<file path="src/rtl/bitwise_ram_engine_if.sv">
// Command/response bundle for bitwise_ram_engine: the controller drives commands
// and operands, and the engine returns registered status and result data.
interface bitwise_ram_engine_if #(
    parameter int DATA_W = 8,
    parameter int ADDR_W = 3
);
    logic              start;
    logic [2:0]        cmd;
    logic [1:0]        operation;
    logic [ADDR_W-1:0] addr;
    logic [ADDR_W-1:0] addrEnd;
    logic [DATA_W-1:0] dataIn;
    logic [DATA_W-1:0] maskIn;
    logic [DATA_W-1:0] dataOut;
    logic              busy;
    logic              done;
    logic              err;

    modport master (
        output start, cmd, operation, addr, addrEnd, dataIn, maskIn,
        input  dataOut, busy, done, err
    );

    modport slave (
        input  start, cmd, operation, addr, addrEnd, dataIn, maskIn,
        output dataOut, busy, done, err
    );
endinterface

</file>
<file path="src/rtl/bitwise_ram_engine.sv">
// Register-file RAM with bitwise write, read, read-modify-write, wrapping range
// sweep and full clear, sequenced through a start/busy/done handshake.
module bitwise_ram_engine #(
    parameter int DATA_W = 8,
    parameter int ADDR_W = 3
) (
    input  logic                  clk_i,
    input  logic                  rst_i,
    bitwise_ram_engine_if.slave   bus
);
    localparam int DEPTH = 1 << ADDR_W;
    localparam logic [ADDR_W-1:0] LAST_ADDR = ADDR_W'(DEPTH - 1);
    localparam logic [ADDR_W-1:0] ADDR_ONE  = ADDR_W'(1);

    localparam logic [2:0] CMD_WRITE = 3'b000;
    localparam logic [2:0] CMD_READ  = 3'b001;
    localparam logic [2:0] CMD_RMW   = 3'b010;
    localparam logic [2:0] CMD_SWEEP = 3'b011;
    localparam logic [2:0] CMD_CLEAR = 3'b100;

    typedef enum logic [1:0] {
        IDLE    = 2'd0,
        S_RMW   = 2'd1,
        S_SWEEP = 2'd2,
        S_CLEAR = 2'd3
    } state_t;

    function automatic logic [DATA_W-1:0] apply_op(
        input logic [1:0]        op,
        input logic [DATA_W-1:0] x,
        input logic [DATA_W-1:0] m
    );
        logic [DATA_W-1:0] r;
        case (op)
            2'b00:   r = x & m;
            2'b01:   r = x | m;
            2'b10:   r = x ^ m;
            2'b11:   r = ~(x & m);
            default: r = '0;
        endcase
        return r;
    endfunction

    state_t            state_q, state_d;
    logic              busy_q, busy_d;
    logic              done_q, done_d;
    logic              err_q, err_d;
    logic [DATA_W-1:0] dout_q, dout_d;
    logic [ADDR_W-1:0] ptr_q, ptr_d;
    logic [DATA_W-1:0] rd_q, rd_d;
    logic [1:0]        op_q, op_d;
    logic [ADDR_W-1:0] addr_q, addr_d;
    logic [ADDR_W-1:0] end_q, end_d;
    logic [DATA_W-1:0] mask_q, mask_d;

    // Power-up contents are zero; reset deliberately leaves the array alone.
    logic [DATA_W-1:0] mem_q [DEPTH] = '{default: '0};

    logic              we_s;
    logic [ADDR_W-1:0] waddr_s;
    logic [DATA_W-1:0] wdata_s;
    logic [DATA_W-1:0] write_val_s;
    logic [DATA_W-1:0] rmw_res_s;
    logic [DATA_W-1:0] sweep_res_s;

    // Next-state, write-port and output decode for the command FSM.
    always_comb begin
        state_d     = state_q;
        busy_d      = busy_q;
        done_d      = 1'b0;
        err_d       = 1'b0;
        dout_d      = dout_q;
        ptr_d       = ptr_q;
        rd_d        = rd_q;
        op_d        = op_q;
        addr_d      = addr_q;
        end_d       = end_q;
        mask_d      = mask_q;
        we_s        = 1'b0;
        waddr_s     = ptr_q;
        wdata_s     = '0;
        write_val_s = apply_op(bus.operation, bus.dataIn, bus.maskIn);
        rmw_res_s   = apply_op(op_q, rd_q, mask_q);
        sweep_res_s = apply_op(op_q, mem_q[ptr_q], mask_q);

        case (state_q)
            IDLE: begin
                busy_d = 1'b0;
                if (bus.start) begin
                    op_d   = bus.operation;
                    addr_d = bus.addr;
                    end_d  = bus.addrEnd;
                    mask_d = bus.maskIn;
                    case (bus.cmd)
                        CMD_WRITE: begin
                            we_s    = 1'b1;
                            waddr_s = bus.addr;
                            wdata_s = write_val_s;
                            dout_d  = write_val_s;
                            done_d  = 1'b1;
                        end
                        CMD_READ: begin
                            dout_d = mem_q[bus.addr];
                            done_d = 1'b1;
                        end
                        CMD_RMW: begin
                            rd_d    = mem_q[bus.addr];
                            busy_d  = 1'b1;
                            state_d = S_RMW;
                        end
                        CMD_SWEEP: begin
                            ptr_d   = bus.addr;
                            busy_d  = 1'b1;
                            state_d = S_SWEEP;
                        end
                        CMD_CLEAR: begin
                            ptr_d   = '0;
                            busy_d  = 1'b1;
                            state_d = S_CLEAR;
                        end
                        default: begin
                            err_d  = 1'b1;
                            done_d = 1'b1;
                        end
                    endcase
                end else begin
                    state_d = IDLE;
                end
            end
            S_RMW: begin
                we_s    = 1'b1;
                waddr_s = addr_q;
                wdata_s = rmw_res_s;
                dout_d  = rmw_res_s;
                done_d  = 1'b1;
                busy_d  = 1'b0;
                state_d = IDLE;
            end
            S_SWEEP: begin
                we_s    = 1'b1;
                waddr_s = ptr_q;
                wdata_s = sweep_res_s;
                dout_d  = sweep_res_s;
                // The pointer width makes the increment wrap modulo DEPTH.
                if (ptr_q == end_q) begin
                    done_d  = 1'b1;
                    busy_d  = 1'b0;
                    state_d = IDLE;
                end else begin
                    ptr_d = ptr_q + ADDR_ONE;
                end
            end
            S_CLEAR: begin
                we_s    = 1'b1;
                waddr_s = ptr_q;
                wdata_s = '0;
                if (ptr_q == LAST_ADDR) begin
                    done_d  = 1'b1;
                    busy_d  = 1'b0;
                    dout_d  = '0;
                    state_d = IDLE;
                end else begin
                    ptr_d = ptr_q + ADDR_ONE;
                end
            end
            default: begin
                busy_d  = 1'b0;
                state_d = IDLE;
            end
        endcase
    end

    // Control and status registers with synchronous reset.
    always_ff @(posedge clk_i) begin
        if (rst_i) begin
            state_q <= IDLE;
            busy_q  <= 1'b0;
            done_q  <= 1'b0;
            err_q   <= 1'b0;
            dout_q  <= '0;
            ptr_q   <= '0;
            rd_q    <= '0;
            op_q    <= 2'b00;
            addr_q  <= '0;
            end_q   <= '0;
            mask_q  <= '0;
        end else begin
            state_q <= state_d;
            busy_q  <= busy_d;
            done_q  <= done_d;
            err_q   <= err_d;
            dout_q  <= dout_d;
            ptr_q   <= ptr_d;
            rd_q    <= rd_d;
            op_q    <= op_d;
            addr_q  <= addr_d;
            end_q   <= end_d;
            mask_q  <= mask_d;
        end
    end

    // Single write port; a reset edge suppresses the write of an aborted command.
    always_ff @(posedge clk_i) begin
        if (!rst_i && we_s) begin
            mem_q[waddr_s] <= wdata_s;
        end
    end

    assign bus.dataOut = dout_q;
    assign bus.busy    = busy_q;
    assign bus.done    = done_q;
    assign bus.err     = err_q;
endmodule

</file>
<file path="src/flat_wrapper.sv">
// flat-port wrapper written by rule: the top's interface ports become plain ports
module bitwise_ram_engine_flat 
#(
    parameter int DATA_W = 8,
    parameter int ADDR_W = 3
)
  (clk_i, rst_i, bus_start, bus_cmd, bus_operation, bus_addr, bus_addrEnd, bus_dataIn, bus_maskIn, bus_dataOut, bus_busy, bus_done, bus_err);
  bitwise_ram_engine_if #(.DATA_W(DATA_W), .ADDR_W(ADDR_W)) bus_i ();
  input  logic clk_i;
  input  logic rst_i;
  input wire logic [$bits(bus_i.start)-1:0] bus_start;
  input wire logic [$bits(bus_i.cmd)-1:0] bus_cmd;
  input wire logic [$bits(bus_i.operation)-1:0] bus_operation;
  input wire logic [$bits(bus_i.addr)-1:0] bus_addr;
  input wire logic [$bits(bus_i.addrEnd)-1:0] bus_addrEnd;
  input wire logic [$bits(bus_i.dataIn)-1:0] bus_dataIn;
  input wire logic [$bits(bus_i.maskIn)-1:0] bus_maskIn;
  output wire logic [$bits(bus_i.dataOut)-1:0] bus_dataOut;
  output wire logic [$bits(bus_i.busy)-1:0] bus_busy;
  output wire logic [$bits(bus_i.done)-1:0] bus_done;
  output wire logic [$bits(bus_i.err)-1:0] bus_err;
  assign bus_i.start = bus_start;
  assign bus_i.cmd = bus_cmd;
  assign bus_i.operation = bus_operation;
  assign bus_i.addr = bus_addr;
  assign bus_i.addrEnd = bus_addrEnd;
  assign bus_i.dataIn = bus_dataIn;
  assign bus_i.maskIn = bus_maskIn;
  assign bus_dataOut = bus_i.dataOut;
  assign bus_busy = bus_i.busy;
  assign bus_done = bus_i.done;
  assign bus_err = bus_i.err;
  bitwise_ram_engine #(.DATA_W(DATA_W), .ADDR_W(ADDR_W)) u_core (.clk_i(clk_i), .rst_i(rst_i), .bus(bus_i));
endmodule
</file>
<file path="config.mk">
export PLATFORM = sky130hd
export DESIGN_NAME = bitwise_ram_engine_flat
export DESIGN_NICKNAME = d
export VERILOG_FILES = /design/src/rtl/bitwise_ram_engine_if.sv /design/src/rtl/bitwise_ram_engine.sv /design/src/flat_wrapper.sv
export SDC_FILE = /design/constraint.sdc
export NUM_CORES = 1
export LEC_CHECK = 0
export CAP_MARGIN = 20
export CORE_ASPECT_RATIO = 1.75
export CORE_UTILIZATION = 54
export DETAILED_ROUTE_END_ITERATION = 10
export GPL_TIMING_DRIVEN = 0
export PLACE_DENSITY_LB_ADDON = 0.2
export SYNTH_ARGS = -nofsm -noshare
export SYNTH_HDL_FRONTEND = slang
export SYNTH_SLANG_ARGS = --single-unit
</file>
<file path="constraint.sdc">
create_clock -name clk_i -period 6.46 [get_ports clk_i]
set_input_delay 1.292 -clock clk_i [delete_from_list [all_inputs] [get_ports clk_i]]
set_output_delay 1.292 -clock clk_i [all_outputs]
set_load 0.05 [all_outputs]
</file>
==> results of run 1 <==
-- cell type report --
class / instances / area share [%]
tap: 137 / 2.30
buffer: 37 / 2.42
clock inverter: 7 / 1.11
sequential: 107 / 37.3
timing repair buffer: 37 / 4.90
clock buffer: 9 / 3.02
multi-input combinational: 356 / 46.6
inverter: 47 / 2.37
-- state kept, by name, summed over array words and instances (netlist names), named ones only --
register	cells
u_core.bus.dataOut	8
u_core.mem_q	64
u_core.op_q	2
u_core.end_q	3
u_core.addr_q	3
u_core.bus.done	1
u_core.bus.busy	1
u_core.rd_q	8
u_core.bus.err	1
u_core.state_q	2
u_core.ptr_q	3
u_core.mask_q	8
-- final timing paths --
| kind | startpoint | endpoint | slack (ps) | cells past startpoint |
|---|---|---|---|---|
| worst min register to register | u_core.end_q[1] | u_core.end_q[1] | 480 | 2 |
| worst max-delay path | bus_addr[0] | u_core.mem_q[5][3] | 2440 | 6 |
| worst max register to register | flop | u_core.mem_q[4][6] | 3010 | 9 |
| worst min-delay path | u_core.end_q[1] | u_core.end_q[1] | 480 | 2 |
-- power by group through the flow --
stage               clock (mW)  sequential, mW  combinational (mW)
floorplan                    0           0.793               0.201
global placement             0           0.775               0.303
detailed placement           0           0.775               0.322
CTS                      0.580           0.760               0.323
global route             0.606           0.763               0.351
finish                   0.574           0.760               0.323
-- per-layer routing --
layer	wire [µm]	GRT usage (%)
met1	5990	28.3
met2	8860	50.2
met3	634	3.18
met4	668	14.8
met5	0	0
-- worst max-delay path: cells and delay by family --
family	cells	cell delay [ps]
simple gates	2	1000
buf+inv	2	1230
compound gates	2	450
-- layout by cell type (no fill, tap or decap), types with 9 or more instances in the layout --
| master | synthesis | final |
|---|---|---|
| nand3_1 | 9 | 9 |
| clkbuf_16 | 0 | 9 |
| o21ai_0 | 9 | 9 |
| ha_1 | 50 | 50 |
| a22oi_1 | 9 | 9 |
| a221oi_1 | 10 | 10 |
| clkdlybuf4s50_1 | 0 | 33 |
| inv_1 | 47 | 47 |
| dfxtp_1 | 43 | 43 |
| edfxtp_1 | 64 | 64 |
| a21oi_1 | 29 | 29 |
| mux4_2 | 23 | 23 |
| buf_2 | 14 | 15 |
| clkbuf_1 | 15 | 15 |
| nand2_1 | 45 | 45 |
| mux4_1 | 9 | 9 |
| nor2_1 | 17 | 17 |
| mux2i_1 | 66 | 66 |
| mux2_2 | 25 | 25 |
-- metrics by stage --
| step | utilization (%) | hold slack (ps) | area [µm²] | cells | setup slack [ps] |
|---|---|---|---|---|---|
| global placement | 59.3 | 458 | 7070 | 717 | 1660 |
| floorplan | - | 445 | 6570 | 547 | 3040 |
| detailed placement | 59.9 | 464 | 7140 | 720 | 2080 |
| finish | 62.5 | 476 | 7460 | 737 | 2440 |
| global route | 62.5 | 497 | 7460 | 737 | 2360 |
| CTS | 62.4 | 475 | 7450 | 736 | 2460 |
-- logic make-up after synthesis --
group / count (synthesis) / share of synthesized area (%)
AO/OA/AOI/OAI: 76 / 7.79
multiplexers: 130 / 27.4
flip-flops: 107 / 42.3
AND/OR/NAND/NOR: 96 / 6.99
buffers and inverters: 84 / 5.43
adder cells (fa/ha/maj): 50 / 9.52
XOR/XNOR: 4 / 0.533
==> flow_summary.toml, run 1 <==
[final_layout]
area_growth_pct = 13.5
diodes = 0
layout.nets = 675
fill_cells = 951
multiInputGateArea_mm2 = 0.00347
seqCellArea_mm2 = 0.00278
drive_above_1_share_pct = 17.5

[sta]
slew_headroom_pct = 29.9
hold_viol = 0
fin_crit_ps = 4020
tns_ps = 0
skew_ps = 19.8
rsz0062_at_grt = "no"
fin_crit_sh_pct = 62.2
worstMarginPinSlew_ps = 1050
drv_slew = 0
setup_violations = 0
timing.fmax_mhz = 249

[cts]
cts.repair.resized = 0
cts_root_buf = "clkbuf_16"
cts_hold_buffers = 0
cts_buffer_depth = 2
clk_pin_slew_worst_paths_ps = 70
clk_latency_ps = 360
cts_setup_buffers = 0
cts_htree_levels = 3
clock-sinks = 107
cts_made_buffers = 9
cts_tree = "yes"

[placement]
numPortBuffers = 33
gp_congestion = 0.843
dp_hpwl_mm = 12.3

[logic_synthesis]
synth_cell_types = 49
netlist.area_leader.share_pct = 29.2
synth.most_common_cell = "mux2i_1"
synth_edf_count = 64
yosys_register_bits = 107
netlist_area_mm2 = 0.00657
synth_cells = 547
synth_top_area_cell = "edfxtp_1"
yosys-top-cells-count = "mux2i_1, edfxtp_1, ha_1, inv_1, nand2_1"
ys_seq_area_share_pct = 42.3
synth_area_leaders = "edfxtp_1, dfxtp_1, mux2i_1"
synth_flop_cell = "edfxtp_1"
synth_warnings = 0
synth_area_per_cell_um2 = 12.0
synthArstFlopShare_pct = 0
syn-num-nets = 627

[detailed_routing]
drt-initial-drc-count = 251
drc = 0
wirelength_mm = 16.1
ant_nets = 0
wl_per_cell_um = 21.9
first_pass_iters = 4
post_drt_via_cell_ratio = 6.17
vias = 4546

[grt]
antenna_found_initial = 0
grt_pass1_vias = 4764
grt_max_degree = 20
grt_pass1_wl_mm = 24.7
overflow = 0
grt.total_usage_pct = 26.6

[die]
start_util_pct = 55.1
rows = 53
ios = 41
die-area_mm2 = 0.0126
fp.coreArea_mm2 = 0.0119
die-width_um = 85.4
die_height_um = 148

[power_and_ir_drop]
ir_drop_mv = 0.179
pwr-share-clk_pct = 34.6
p_total_mw = 1.66
p_seq_share_pct = 45.9
p_sw_share_pct = 28.2
p_per_area_mw_per_mm2 = 222
p_leak_nw = 2.88
netSwitchingPower_mw = 0.467
p_int_mw = 1.19
comb_power_share_pct = 19.5

[outcome]
run_status = "complete, no violations"

[worst_hold_path]
hp-class = "flop to flop"

[setup_path]
cp-start-kind = "primary input"
crit_path_max_fanout = 10
path_cells = "clkdlybuf4s50_1 > buf_1 > nor2_1 > a2bb2oi_1 > o221ai_1 > nor3_2"
crit_slowest_cell = "nor3_2"
crit_type = "primary input to flop"
cp-end-kind = "flop"
cp.arrival_ps = 3990
required_ps = 6430
worst_path_largest_cell_delay_ps = 920

[run]
drv_cap = 0
No activity file was read; power rests on OpenSTA's default activity.
==> inputs of run 2 (changes only) <==
==> constraint.sdc (replaced) <==
create_clock -name clk_i -period 3.88 [get_ports clk_i]
set_input_delay 0.776 -clock clk_i [delete_from_list [all_inputs] [get_ports clk_i]]
set_output_delay 0.776 -clock clk_i [all_outputs]
set_load 0.05 [all_outputs]
==> results of run 2 <==
The final DEF is identical to that of run 1. Status: complete, no violations.
Main changes from that run: setup slack after placement 2080 ps -> 19.2 ps; setup slack after layout 2440 ps -> 379 ps; register-to-register setup slack 3010 ps -> 430 ps; total power 1.66 mW -> 2.76 mW; worst IR drop on VDD 0.179 mV -> 0.298 mV
==> inputs of run 3 (changes only) <==
--- a/config.mk
+++ b/config.mk
@@ -11,6 +11,7 @@
 export DETAILED_ROUTE_END_ITERATION = 10
 export GPL_TIMING_DRIVEN = 0
 export PLACE_DENSITY_LB_ADDON = 0.2
+export SETUP_SLACK_MARGIN = 0.4
 export SYNTH_ARGS = -nofsm -noshare
 export SYNTH_HDL_FRONTEND = slang
 export SYNTH_SLANG_ARGS = --single-unit
==> flow_summary.toml, run 3 (synthesis results as in run 1) <==
[outcome]
run_status = "complete, no violations"

[final_layout]
final_common_cell = "mux2i_1"
multiInputGateArea_mm2 = 0.00348
seqCellArea_mm2 = 0.00278
regMostFlops = "u_core.mem_q"
largest_reg_flops = 64
area_growth_pct = 13.6
diodes = 0
instances_no_fill = 737
fill_cells = 948
drive_above_1_share_pct = 17.7
layout.nets = 675
final_cell_mix = "mux2i_1, edfxtp_1, ha_1"

[setup_path]
startpoint = "bus_addr[0]"
worst_path_largest_cell_delay_ps = 650
cp.arrival_ps = 3310
cp-start-kind = "primary input"
crit_type = "primary input to flop"
cp-end-kind = "flop"
rrSetupSlack_ps = 670
cp_num_cells = 7
reg2reg_to = "u_core.mem_q[7][0]"
critical_path.top_delay_family = "buffers and inverters"
critPathBufInv = 3
required_ps = 3950
path_cells = "clkdlybuf4s50_1 > buf_1 > nor2_1 > a2bb2oi_1 > o221ai_1 > nor3_2 > buf_6"
reg2reg_depth = 9
crit_path_max_fanout = 10
cp-endpoint = "u_core.mem_q[3][1]"
crit_slowest_cell = "buf_1"

[power_and_ir_drop]
ir_drop_mv = 0.299
p_leak_nw = 2.89
p_per_area_mw_per_mm2 = 370

[worst_hold_path]
hp-class = "flop to flop"
hold_path_depth = 2

[run]
drv_cap = 0

[sta]
fin_crit_ps = 3240
setup_violations = 0
holdWs_ps = 476
rsz0062_at_grt = "no"
worstMarginPinSlew_ps = 924
tns_ps = 0
skew_ps = 19.2
slew_headroom_pct = 38.1
drv_slew = 0
timing.fmax_mhz = 308
fin_crit_sh_pct = 83.6
hold_viol = 0

[grt]
antenna_found_initial = 0
grt_max_degree = 20
grt_pass1_vias = 4758
overflow = 0
grt_pass1_wl_mm = 24.7
grt.total_usage_pct = 26.6

[die]
fp.coreArea_mm2 = 0.0119
die-width_um = 85.4
rows = 53
ios = 41
die-area_mm2 = 0.0126
die_height_um = 148
start_util_pct = 55.1

[detailed_routing]
drc = 0
wirelength_mm = 16.2
ant_nets = 0
first_pass_iters = 5
drt-initial-drc-count = 278
vias = 4557
post_drt_via_cell_ratio = 6.18
wl_per_cell_um = 21.9

[placement]
numPortBuffers = 33
dp_hpwl_mm = 12.3
dp_cells = 720
gp_congestion = 0.843

[cts]
clk_latency_ps = 360
clock-sinks = 107
cts_tree = "yes"
cts_made_buffers = 9
cts_htree_levels = 3
cts_root_buf = "clkbuf_16"
cts_buffer_depth = 2
cts_hold_buffers = 0
clk_pin_slew_worst_paths_ps = 70
-- run 3: cell types whose count changed in the layout (fill, tap and decap cells not counted) --
cell / before / now
clkbuf_1: 15 / 14
clkbuf_2: 0 / 1
nor3_2: 8 / 7
nor3_4: 1 / 2
-- run 3: per-layer routing --
layer | part of all wire, % | vias up | routed length [µm] | global-route usage, %
met5 | 0 | - | 0 | 0
met4 | 3.9 | 0 | 627 | 14.7
met3 | 4.4 | 49 | 705 | 3.18
met2 | 55 | 155 | 8900 | 50.2
met1 | 37 | 2217 | 5930 | 28.3
li1 | - | 2136 | - | -
-- run 3: worst register-to-register path, cell delays in order, from the launching register on --
cell,delay [ps]
dfxtp_1,300
buf_2,270
buf_2,440
mux4_2,560
mux2i_1,300
ha_1,300
mux2i_1,130
mux2i_1,90
a22oi_1,260
nand2_1,240
-- run 3: timing repair --
item | 4_1_cts | 5_1_grt
buffers inserted | 0 | 0
endpoints found under the setup margin | 7 | 64
cloned | 0 | 0
resized for setup | 1 | 2
-- run 3: area by class of cell --
cell class | count | area share (%)
Multi-Input combinational cell | 356 | 46.6
Clock inverter | 7 | 1.11
Clock buffer | 9 | 3.02
Tap cell | 137 | 2.30
Buffer | 37 | 2.43
Timing Repair Buffer | 37 | 4.89
Inverter | 47 | 2.36
Sequential cell | 107 | 37.3
-- run 3: through the flow --
| stage | util, % | worst slack, ps | cell area (µm²) | total power, mW |
|---|---|---|---|---|
| 4_1_cts | 62.5 | 438 | 7460 | 2.77 |
| 5_1_grt | 62.5 | 406 | 7460 | 2.87 |
| 3_3_place_gp | 59.3 | -401 | 7070 | 1.80 |
| 3_5_place_dp | 59.9 | 19.2 | 7140 | 1.83 |
| 6_report | 62.5 | 636 | 7460 | 2.76 |
| 2_1_floorplan | - | 972 | 6570 | 1.66 |
-- run 3: worst min path at each step --
stage | end | from | slack (ps)
2_1_floorplan | u_core.addr_q[0] | u_core.addr_q[0] | 450
3_3_place_gp | u_core.end_q[1] | u_core.end_q[1] | 460
3_5_place_dp | u_core.end_q[1] | u_core.end_q[1] | 460
4_1_cts | u_core.end_q[1] | u_core.end_q[1] | 480
5_1_grt | u_core.end_q[1] | u_core.end_q[1] | 500
6_report | u_core.end_q[1] | u_core.end_q[1] | 480
-- run 3: power breakdown --
group / internal (mW) / switching [mW]
combinational: 0.232 / 0.307
clock: 0.513 / 0.446
sequential: 1.24 / 0.0274
total: 1.98 / 0.781
